--- src/rtl/hazard_scoreboard_pkg.sv ---
// hazard_pkg: shared sizes, latency classes and register index type for the hazard scoreboard
package hazard_pkg;
  localparam int NUM_REGS = 32;
  localparam int REG_AW = 5;
  localparam int MAX_LAT = 7;
  localparam int CNT_W = $clog2(MAX_LAT + 1);
  typedef enum logic [CNT_W-1:0] {
    LAT_ALU  = CNT_W'(0),
    LAT_LOAD = CNT_W'(1),
    LAT_MUL  = CNT_W'(3),
    LAT_DIV  = CNT_W'(MAX_LAT)
  } lat_class_e;
  localparam lat_class_e LAT_CSR = LAT_LOAD;
  typedef logic [REG_AW-1:0] reg_idx_t;
endpackage

--- src/rtl/hazard_scoreboard_sb_entry.sv ---
// sb_entry: one pending-writeback countdown with clear > set > decrement priority
module sb_entry #(
  parameter int CNT_W = hazard_pkg::CNT_W
) (
  input  logic             clk,
  input  logic             rst_n,
  input  logic             clr,
  input  logic             set,
  input  logic [CNT_W-1:0] set_val,
  output logic [CNT_W-1:0] cnt
);
  logic [CNT_W-1:0] cnt_d, cnt_q;
  always_comb cnt_d = clr ? '0 : set ? set_val : (cnt_q != '0) ? cnt_q - CNT_W'(1) : cnt_q;
  always_ff @(posedge clk or negedge rst_n)
    if (!rst_n) cnt_q <= '0;
    else cnt_q <= cnt_d;
  assign cnt = cnt_q;
endmodule

--- src/rtl/hazard_scoreboard.sv ---
// hazard_scoreboard: per-register writeback scoreboard driving stall/flush/WAW interlock (perf counters via HAZARD_SB_PERF_EN)
module hazard_scoreboard #(
  parameter int NUM_REGS = hazard_pkg::NUM_REGS,
  parameter int REG_AW   = hazard_pkg::REG_AW,
  parameter int MAX_LAT  = hazard_pkg::MAX_LAT,
  parameter int CNT_W    = $clog2(MAX_LAT + 1)
) (
  input  logic                          clk,
  input  logic                          rst_n,
  input  logic                          id_valid,
  input  logic [REG_AW-1:0]             id_rs1,
  input  logic [REG_AW-1:0]             id_rs2,
  input  logic                          id_use_rs1,
  input  logic                          id_use_rs2,
  input  logic [REG_AW-1:0]             id_rd,
  input  logic                          id_wr_en,
  input  logic [CNT_W-1:0]              id_lat,
  input  logic                          redirect_mem,
  output logic                          stall_id,
  output logic                          flush_if_id,
  output logic                          flush_id_exe,
  output logic                          issue,
  output logic [$clog2(NUM_REGS+1)-1:0] pending_cnt
`ifdef HAZARD_SB_PERF_EN
  ,
  output logic [31:0]                   perf_raw_stalls,
  output logic [31:0]                   perf_waw_stalls,
  output logic [31:0]                   perf_flushes
`endif
);
  import hazard_pkg::*;
  localparam int PW = $clog2(NUM_REGS + 1);
  logic [CNT_W-1:0] cnt [NUM_REGS];
  logic [CNT_W-1:0] lat_sat;
  logic [REG_AW-1:0] exe_rd_d, exe_rd_q;
  logic exe_wr_d, exe_wr_q, raw, waw, hz, wr_issue;
  logic [PW-1:0] pend_d, pend_q;
  assign cnt[0] = '0;
  for (genvar r = 1; r < NUM_REGS; r++) begin : gen_sb
    sb_entry #(.CNT_W(CNT_W)) u_sb (
      .clk(clk),
      .rst_n(rst_n),
      .clr(redirect_mem & exe_wr_q & (exe_rd_q == REG_AW'(r))),
      .set(wr_issue & (id_rd == REG_AW'(r))),
      .set_val(lat_sat),
      .cnt(cnt[r])
    );
  end
  always_comb begin
    lat_sat = (32'(id_lat) > MAX_LAT) ? CNT_W'(MAX_LAT) : id_lat;
    raw = id_valid & ((id_use_rs1 & (id_rs1 != '0) & (cnt[id_rs1] != '0)) |
                      (id_use_rs2 & (id_rs2 != '0) & (cnt[id_rs2] != '0)));
    waw = id_valid & id_wr_en & (id_rd != '0) & (cnt[id_rd] > lat_sat);
    hz = raw | waw;
    stall_id = hz & ~redirect_mem;
    flush_if_id = redirect_mem;
    flush_id_exe = redirect_mem | hz;
    issue = id_valid & ~hz & ~redirect_mem;
    wr_issue = issue & id_wr_en & (id_rd != '0);
    exe_rd_d = id_rd;
    exe_wr_d = wr_issue;
    pend_d = '0;
    for (int i = 1; i < NUM_REGS; i++) pend_d = pend_d + PW'(cnt[i] != '0);
  end
  always_ff @(posedge clk or negedge rst_n)
    if (!rst_n) begin
      exe_rd_q <= '0;
      exe_wr_q <= 1'b0;
      pend_q <= '0;
    end else begin
      exe_rd_q <= exe_rd_d;
      exe_wr_q <= exe_wr_d;
      pend_q <= pend_d;
    end
  assign pending_cnt = pend_q;
`ifdef HAZARD_SB_PERF_EN
  logic [31:0] praw_d, praw_q, pwaw_d, pwaw_q, pfl_d, pfl_q;
  always_comb begin
    praw_d = praw_q + 32'(raw & stall_id);
    pwaw_d = pwaw_q + 32'(waw & stall_id);
    pfl_d = pfl_q + 32'(redirect_mem);
  end
  always_ff @(posedge clk or negedge rst_n)
    if (!rst_n) begin
      praw_q <= '0;
      pwaw_q <= '0;
      pfl_q <= '0;
    end else begin
      praw_q <= praw_d;
      pwaw_q <= pwaw_d;
      pfl_q <= pfl_d;
    end
  assign perf_raw_stalls = praw_q;
  assign perf_waw_stalls = pwaw_q;
  assign perf_flushes = pfl_q;
`endif
endmodule
--- config.mk ---
export PLATFORM = sky130hd
export DESIGN_NAME = hazard_scoreboard
export DESIGN_NICKNAME = d
export VERILOG_FILES = /design/src/rtl/hazard_scoreboard_pkg.sv /design/src/rtl/hazard_scoreboard_sb_entry.sv /design/src/rtl/hazard_scoreboard.sv
export SDC_FILE = /design/constraint.sdc
export NUM_CORES = 1
export LEC_CHECK = 0
export BUFFER_PORTS_ARGS = -buffer_cell sky130_fd_sc_hd__buf_2
export CORE_AREA = 5 5 153 155
export DETAILED_ROUTE_END_ITERATION = 16
export DIE_AREA = 0 0 158 160
export PLACE_DENSITY = 0.7
export SLEW_MARGIN = 20
export SYNTH_ARGS = -nofsm -noshare
export SYNTH_HDL_FRONTEND = slang
export SYNTH_SLANG_ARGS = --single-unit
--- constraint.sdc ---
create_clock -name clk -period 15.12 [get_ports clk]
set_clock_uncertainty 0.05 [all_clocks]
set_input_delay 2.268 -clock clk [delete_from_list [all_inputs] [get_ports clk]]
set_output_delay 2.268 -clock clk [all_outputs]
set_load 0.01 [all_outputs]
==> flow_summary.json <==
{
  "crit_top_cell": "buf_2",
  "vias": 8442,
  "ant_nets": 0,
  "synth_area_per_cell_um2": 8.732,
  "drc_errors": 0,
  "final_net_count": 1217,
  "tightest_slew_ns": 1.129,
  "ff2ff_path_depth": 17,
  "min-delay-start": "gen_sb[2].u_sb.cnt[0]",
  "clock.fmax_ghz": 0.1138,
  "synth_cell_types": 60,
  "maxCapViolations": 0,
  "pin_count": 35,
  "regToRegStartpoint": "gen_sb[30].u_sb.cnt[0]",
  "start_util_pct": 44.29,
  "synthCells": 1100,
  "yosysWarningCount": 0,
  "finalSetupViolCount": 0,
  "rsz0062_at_grt": "false",
  "io_buffers": 34,
  "critPathMaxStageDelay_ns": 0.83,
  "clockBufferDepth": 2,
  "cts_max_level": 3,
  "wirelength_um": 30280,
  "crit_start": "id_rd[1]",
  "clkLatencyLatePin_ns": 0.37,
  "ys_ff_latch": 105,
  "numCtsBuffers": 9,
  "status": "completed",
  "drv_slew": 0,
  "grtUsageTotal_pct": 24.24,
  "ys_async_sr_fraction_pct": 100.0,
  "cp-start-kind": "primary input",
  "synthFlopType": "dfrtp_1",
  "area_growth_pct": 5.784,
  "row_count": 54,
  "cpMaxStageDelayCell": "o21ai_1",
  "die_area_um2": 25280,
  "hold_buffers": 0,
  "drt_iter0_drc": 863,
  "crit_chain": "buf_2, nand2b_1, nor3_1, nand2_1, o2111ai_1, a221oi_1, a21oi_1, ha_1, nor2b_1, o21a_1, o21ai_1, o211ai_1, nor3b_1, buf_2",
  "grt_pass1_vias": 8194,
  "worstReg2RegEnd": "pending_cnt[4]",
  "post-route-period-util_pct": 58.11,
  "required_ns": 12.80,
  "cts_tree": "built",
  "r2r_setup_slack_ns": 9.37,
  "ys_seq_area_share_pct": 27.35,
  "grt_pass1_wl_um": 47240,
  "syn_nets": 1220,
  "drive_above_1_share_pct": 10.02,
  "dp_hpwl_um": 23170,
  "min_path_type": "flop to flop",
  "synth_edf_count": 0,
  "postCtsSetupBuffers": 0,
  "via_per_inst": 6.122,
  "clk_pin_slew_worst_paths_ns": 0.07,
  "hold_slack_ns": 0.5691,
  "fin_tns_setup_ns": 0,
  "die_w_um": 158,
  "min_period_ns": 8.787,
  "final-hold-violation-count": 0,
  "grt_antenna_before_repair": 0,
  "critPathCaptureType": "output pin",
  "grt_remaining_overflow": 0,
  "critPathKind": "primary input to output pin",
  "routabilityCongestion": 1.016,
  "wl_per_cell_um": 21.96,
  "clock_sinks": 105,
  "cp-endpoint": "issue",
  "cts-resized-gates": 0,
  "netlist_area_um2": 9605,
  "slew_headroom_pct": 24.74,
  "first_pass_iters": 5,
  "die_h_um": 160,
  "cp_max_fo": 34,
  "grt_max_degree": 69,
  "cts_root_buffer": "clkbuf_16",
  "core_region_area_um2": 21690,
  "arrival_ns": 6.47
}
[worst max-delay path: cells and delay by family]
kind,cells,cell delay [ns]
AOI/OAI and AO/OA,6,1.83
buffers and inverters,2,0.72
and+or+nand+nor,5,1.36
adders and majority gates,1,0.25
[how the worst min path moves through the flow]
stage / end / cells after the start / slack, ns
after global routing: gen_sb[2].u_sb.cnt[0] / 3 / 0.62
after floorplan: gen_sb[1].u_sb.cnt[0] / 3 / 0.52
final: gen_sb[2].u_sb.cnt[0] / 3 / 0.57
after global placement: gen_sb[2].u_sb.cnt[0] / 3 / 0.54
after detailed placement: gen_sb[2].u_sb.cnt[0] / 3 / 0.54
after CTS: gen_sb[2].u_sb.cnt[0] / 3 / 0.56
[layout make-up]
class                      instances  area, µm²
fill                            2068      11530
multi-input combinational        823       6287
sequential                       105       2628
inverter                         122      457.9
tap                              280      350.3
clock buffer                       9      225.2
timing repair buffer              36      187.7
clock inverter                     3      22.52
antenna                            1      2.502
[through the flow]
step	std cells	cell area (µm²)	utilization [%]	setup slack (ns)
finish	1379	10160	46.85	6.333
floorplan	1100	9605	-	7.213
global placement	1366	9911	45.70	6.564
global route	1378	10160	46.84	5.984
CTS	1378	10160	46.84	6.461
detailed placement	1366	9911	45.70	6.468
[synthesized netlist by cell type, types with 31 or more instances]
library cell  count  area (µm²)
o21ai_0          68       340.3
ha_1             72       900.9
a21oi_1          39       195.2
nor2b_1          31       193.9
mux4_2           31       698.2
dfrtp_1         105        2628
nor3_1           33       165.2
xnor2_1          31       271.5
nor2_1          154       578.1
nand2_1          70       262.8
inv_1           120       450.4
mux2i_1          71       710.7
[kinds of logic (layout without fill, tap and decap cells)]
group | Yosys count | count (layout) | synth area share [%]
other | 0 | 1 | 0
XOR/XNOR | 33 | 33 | 3.009
buffers and inverters | 172 | 170 | 7.255
adder cells (fa/ha/maj) | 95 | 95 | 14.17
AND/OR/NAND/NOR | 403 | 403 | 20.42
flip-flops | 105 | 105 | 27.35
multiplexers | 114 | 114 | 16.07
AO/OA/AOI/OAI | 178 | 178 | 11.71
[flip-flops by register name, summed over array words and instances (netlist names)]
signal	count
exe_rd_q	5
exe_wr_q	1
gen_sb.u_sb.cnt	93
pending_cnt	6
[routing by layer]
layer  share of wire, %  routed length, µm  vias to the layer above  global-route usage, %
met5                  0                  0                        -                      0
met4                5.1               1546                        0                  11.55
met3                8.4               2530                       97                  5.277
met2                 46              13910                      416                  37.31
met1                 41              12300                     4094                  32.38
li1                   -                  -                     3835                      -
[layout by cell type (no fill, tap or decap), types with 5 or more instances in the layout]
cell       netlist  final
a211oi_1        19     19
nor4b_1          6      6
o21ai_0         68     67
o21a_1           5      5
nor2b_1         31     31
dfrtp_1        105    105
nand4_1         23     23
or3_1            6      6
a21oi_1         39     39
mux2_2          12     12
nand2b_1        10     10
nor3_1          33     33
nor2_1         154    154
clkbuf_16        0      9
a31oi_1          6      6
buf_2           14     33
inv_1          120    120
fa_1            23     23
nand2_1         70     70
ha_1            72     72
and3_1          12     12
o2111ai_1        6      6
mux2i_1         71     71
nand3_1         24     24
xnor2_1         31     31
mux4_2          31     31
nor4_1          14     13
nand4_2          6      6
Power is left out: the tool's default activity adds up to more than one toggle a clock period on the data nets, which glitch-free logic cannot reach.
